### config.mk
export PLATFORM = sky130hd
export DESIGN_NAME = arbitro_vc_param
export DESIGN_NICKNAME = d
export VERILOG_FILES = /design/src/rtl/arbitro_vc_param.sv
export SDC_FILE = /design/constraint.sdc
export NUM_CORES = 1
export LEC_CHECK = 0
export CORE_UTILIZATION = 35
export DETAILED_ROUTE_END_ITERATION = 6
export PLACE_DENSITY = 0.75
export SLEW_MARGIN = 15
export SYNTH_ARGS = -nofsm -noshare
export SYNTH_HDL_FRONTEND = slang
export SYNTH_SLANG_ARGS = --single-unit
### constraint.sdc
create_clock -name clk -period 2.4 [get_ports clk]
set_input_delay 0.24 -clock clk [delete_from_list [all_inputs] [get_ports clk]]
set_output_delay 0.24 -clock clk [all_outputs]
set_load 0.005 [all_outputs]
### src/rtl/arbitro_vc_param.sv
// Multi-VC to multi-destination transmit arbiter with per-destination pause backpressure.
// Optional macro ARB_ROUND_ROBIN_EN selects round-robin grant; fixed priority (lowest VC) otherwise.
module arbitro_vc_param #(
  parameter int unsigned DATA_W   = 6,
  parameter int unsigned NUM_VC   = 2,
  parameter int unsigned NUM_DEST = 2,
  parameter int unsigned DEST_W   = 1,
  parameter int unsigned CNT_W    = 8
) (
  input  logic                         clk,
  input  logic                         reset_L,
  input  logic [NUM_VC*DATA_W-1:0]     vc_data_i,
  input  logic [NUM_VC-1:0]            vc_empty_i,
  output logic [NUM_VC-1:0]            vc_pop_o,
  input  logic [NUM_DEST-1:0]          dest_pause_i,
  output logic [NUM_DEST-1:0]          dest_push_o,
  output logic [NUM_DEST*DATA_W-1:0]   dest_data_o,
  output logic [CNT_W-1:0]             drop_cnt_o,
  output logic                         idle_o
);

  localparam int unsigned VC_W  = (NUM_VC > 1) ? $clog2(NUM_VC) : 1;
  localparam int unsigned CMP_W = DEST_W + 1;

  logic [NUM_VC-1:0] eligible;
  logic              grant_valid;
  logic [VC_W-1:0]   grant_idx;
  logic [DATA_W-1:0] grant_word;
  logic [DEST_W-1:0] grant_dest;
  logic              grant_in_range;

`ifdef ARB_ROUND_ROBIN_EN
  logic [VC_W-1:0] rr_ptr;  // VC where the next search starts

  function automatic logic [VC_W-1:0] cand_of(input int unsigned k);
    return VC_W'((32'(rr_ptr) + k) % NUM_VC);
  endfunction
`else
  function automatic logic [VC_W-1:0] cand_of(input int unsigned k);
    return VC_W'(k);
  endfunction
`endif

  function automatic logic [DATA_W-1:0] word_of(input int unsigned i);
    return vc_data_i[i*DATA_W +: DATA_W];
  endfunction

  function automatic logic [DEST_W-1:0] dest_of(input logic [DATA_W-1:0] w);
    return w[DATA_W-1 -: DEST_W];
  endfunction

  function automatic logic in_range(input logic [DEST_W-1:0] d);
    return CMP_W'(d) < CMP_W'(NUM_DEST);
  endfunction

  function automatic logic is_paused(input logic [DEST_W-1:0] d);
    logic p;
    p = 1'b0;
    for (int unsigned dd = 0; dd < NUM_DEST; dd++)
      if (d == DEST_W'(dd)) p = dest_pause_i[dd];
    return p;
  endfunction

  // Out-of-range words are always eligible so they get flushed and counted.
  always_comb begin
    eligible = '0;
    for (int unsigned i = 0; i < NUM_VC; i++)
      eligible[i] = !vc_empty_i[i] &&
                    (!in_range(dest_of(word_of(i))) || !is_paused(dest_of(word_of(i))));
  end

  always_comb begin
    grant_valid = 1'b0;
    grant_idx   = '0;
    grant_word  = '0;
    for (int unsigned k = 0; k < NUM_VC; k++) begin
      if (!grant_valid && eligible[cand_of(k)]) begin
        grant_valid = 1'b1;
        grant_idx   = cand_of(k);
        grant_word  = word_of(32'(cand_of(k)));
      end
    end
    grant_dest     = dest_of(grant_word);
    grant_in_range = in_range(grant_dest);
    vc_pop_o       = (reset_L && grant_valid) ? (NUM_VC'(1) << grant_idx) : '0;
  end

  assign idle_o = !reset_L || ((&vc_empty_i) && !(|dest_push_o));

  // Registered push stage; non-granted destination data slices hold their value.
  always_ff @(posedge clk) begin
    if (!reset_L) begin
      dest_push_o <= '0;
      dest_data_o <= '0;
      drop_cnt_o  <= '0;
`ifdef ARB_ROUND_ROBIN_EN
      rr_ptr      <= '0;
`endif
    end else begin
      dest_push_o <= '0;
      if (grant_valid) begin
        if (grant_in_range) begin
          for (int unsigned d = 0; d < NUM_DEST; d++) begin
            if (grant_dest == DEST_W'(d)) begin
              dest_push_o[d]                   <= 1'b1;
              dest_data_o[d*DATA_W +: DATA_W]  <= grant_word;
            end
          end
        end else if (drop_cnt_o != '1) begin
          drop_cnt_o <= drop_cnt_o + CNT_W'(1);
        end
`ifdef ARB_ROUND_ROBIN_EN
        rr_ptr <= VC_W'((32'(grant_idx) + 32'd1) % NUM_VC);
`endif
      end
    end
  end

endmodule

==> flow_metrics.tcl <==
set metrics [dict create \
    status "finished clean" \
    cts_hold_buffers 0 \
    grt_pass1_wl_um 3220 \
    ir_drop_v 0.000471 \
    antenna_found_initial 0 \
    seq_area_frac_synth_pct 30.7 \
    cts_buffer_depth 2 \
    cts_tree "done" \
    die_h_um 51.2 \
    drt_first_pass_iters 4 \
    cts.sinks 13 \
    worst_path_most_repeated_cell "clkdlybuf4s50_1" \
    die_w_um 51.2 \
    detail-route-antenna-nets 0 \
    crit_buf_inv 2 \
    via_per_inst 5.14 \
    slowest_stage "clkdlybuf4s50_1" \
    nets 153 \
    grt.total_usage_pct 16.1 \
    cp-end-kind "output pin" \
    die_area_mm2 0.00262 \
    clkLatencyLatePin_ps 270 \
    ys_ff_latch 13 \
    setup_tns_ps 0 \
    grt_max_degree 14 \
    placed_cell_area_mm2 0.00118 \
    critPathTopFamily "buffers and inverters" \
    finalSetupViolCount 0 \
    synth.top_cell.area_share_pct 30.7 \
    maxSlewViolCount 0 \
    criticalPathCategory "in2out" \
    synthCells 98 \
    yosysTopAreaCell "dfxtp_1" \
    grt_pass1_vias 729 \
    cp.arrival_ps 1970 \
    hp-class "reg2reg" \
    gp_congestion 0.856 \
    dp_hpwl_um 1550 \
    fmax_ghz 0.452 \
    area_growth_syn_to_layout_pct 42.8 \
    final_area_mm2 0.00121 \
    p_per_area_mw_per_mm2 439 \
    core.rowCount 17 \
    cts_made_buffers 3 \
    yosysUniqueCellTypes 28 \
    portBuffers 33 \
    leakagePower_nw 0.433 \
    hold_viol_final 0 \
    ys_warn_count 0 \
    path_max_fanout 6 \
    postSynthAreaPerCell_um2 8.66 \
    io_pins 43 \
    vias 832 \
    wl_um 2010 \
    diodes 0 \
    h-tree-depth 1 \
    start_util_pct 37.6 \
    layout_worst_path_cycle_share_pct 92.1 \
    crit_required_ps 2160 \
    period_minus_slack_ps 2210 \
    root_buffer "clkbuf_4" \
    synth_area_um2 848 \
    core_mm2 0.00225 \
    postCtsSetupBuffers 0 \
    drc 0 \
    drt_iter0_drc 22 \
    cp_cell_sequence "clkdlybuf4s50_1 > or2_1 > o21bai_1 > nor3b_1 > clkdlybuf4s50_1" \
    cts.clk_slew.worst_paths_ps 80 \
    layout-drive-gt1-share_pct 15.7 \
    wl_per_cell_um 12.4 \
    yosys-top-cells-area "dfxtp_1, a2111oi_2, a211oi_1" \
    worst_clock_skew_ps 0 \
    hold-worst-slack_ps 468 \
    start_kind "input pin" \
    max_cap_viol_count 0 \
    slowest_delay_ps 520 \
    cts_resized 0 \
    rsz0062_at_grt "no" \
    overflow 0 \
]
cells in the mapped netlist:
cell type	number
mux2_2	1
nand2_1	1
buf_4	10
buf_6	1
nor2_1	2
dfxtp_1	13
nand2b_1	1
a21oi_1	12
clkbuf_1	3
a211oi_1	10
and2_1	2
conb_1	1
inv_1	4
nand2b_4	1
nor3b_1	6
o31ai_1	1
or2_1	1
o21bai_1	1
a2111oi_2	5
nor4_1	5
o32ai_2	1
and3_1	2
nand2b_2	1
o21a_1	1
nor3_1	6
o2bb2ai_2	1
clkinv_1	3
inv_2	2
sequential cells by signal, summed over array words and instances (netlist names):
signal	count
dest_data_o	11
dest_push_o	2
placed cells by master (no fill, tap or decap):
cell / instances
buf_4: 5
a21oi_1: 12
inv_1: 4
inv_2: 2
o21bai_1: 1
o21a_1: 1
clkinv_2: 1
a211oi_1: 10
nand2_1: 1
nand2b_2: 1
a2111oi_2: 5
nand2b_1: 1
or2_1: 1
conb_1: 9
clkdlybuf4s50_1: 33
nor3b_1: 6
nor4_1: 5
mux2_2: 1
clkbuf_4: 3
o32ai_2: 1
and3_1: 2
and2_1: 2
nor2_1: 2
nand2b_4: 1
nor3_1: 6
o2bb2ai_2: 1
dfxtp_1: 13
clkinv_1: 3
o31ai_1: 1
worst paths after layout:
| kind | from | to | slack [ps] | cells past startpoint |
|---|---|---|---|---|
| setup reg to reg | dest_data_o[1] | dest_data_o[1] | 1640 | 2 |
| hold / removal | dest_data_o[11] | dest_data_o[11] | 470 | 1 |
| setup / recovery | dest_pause_i[0] | vc_pop_o[1] | 190 | 5 |
| hold reg to reg | dest_data_o[11] | dest_data_o[11] | 470 | 1 |
power breakdown:
group	switching, W	total, W	internal (W)
Clock	0.0000721	0.000134	0.0000617
Sequential	0.00000740	0.000237	0.000230
Combinational	0.0000741	0.000160	0.0000862
Total	0.000154	0.000531	0.000378
worst reg2reg max path, cell delays in order (launching register included):
cell      delay (ps)
dfxtp_1          360
a21oi_1           50
a211oi_1         260
cell families after synthesis:
group | Yosys count | share of synthesized area, %
compound gates | 32 | 31.1
buf+inv | 23 | 15.5
flops | 13 | 30.7
mux | 1 | 1.33
other cells | 1 | 0.442
simple gates | 28 | 20.9
through the flow:
| step | power, W | worst slack (ps) | cells | util, % |
|---|---|---|---|---|
| after floorplan | 0.000329 | 1190 | 106 | - |
| after global placement | 0.000399 | 204 | 158 | 52.5 |
| after detailed placement | 0.000402 | 162 | 158 | 52.5 |
| after CTS | 0.000535 | 166 | 162 | 53.7 |
| after global routing | 0.000563 | 34.7 | 162 | 53.7 |
| final | 0.000531 | 190 | 162 | 53.7 |
metal layers:
layer / global-route usage [%] / vias to the layer above / wire length, um
li1: - / 420 / -
met1: 21.6 / 373 / 927
met2: 25.4 / 37 / 928
met3: 5.06 / 2 / 135
met4: 2.70 / 0 / 15
met5: 0 / - / 0
cell type report:
cell class | count | area [um^2]
Clock buffer | 3 | 22.5
Clock inverter | 1 | 5.00
Fill cell | 216 | 1040
Inverter | 9 | 33.8
Multi-Input combinational cell | 70 | 487
Sequential cell | 13 | 260
Tap cell | 28 | 35.0
Timing Repair Buffer | 38 | 368
Power figures use the tool's default switching activity.
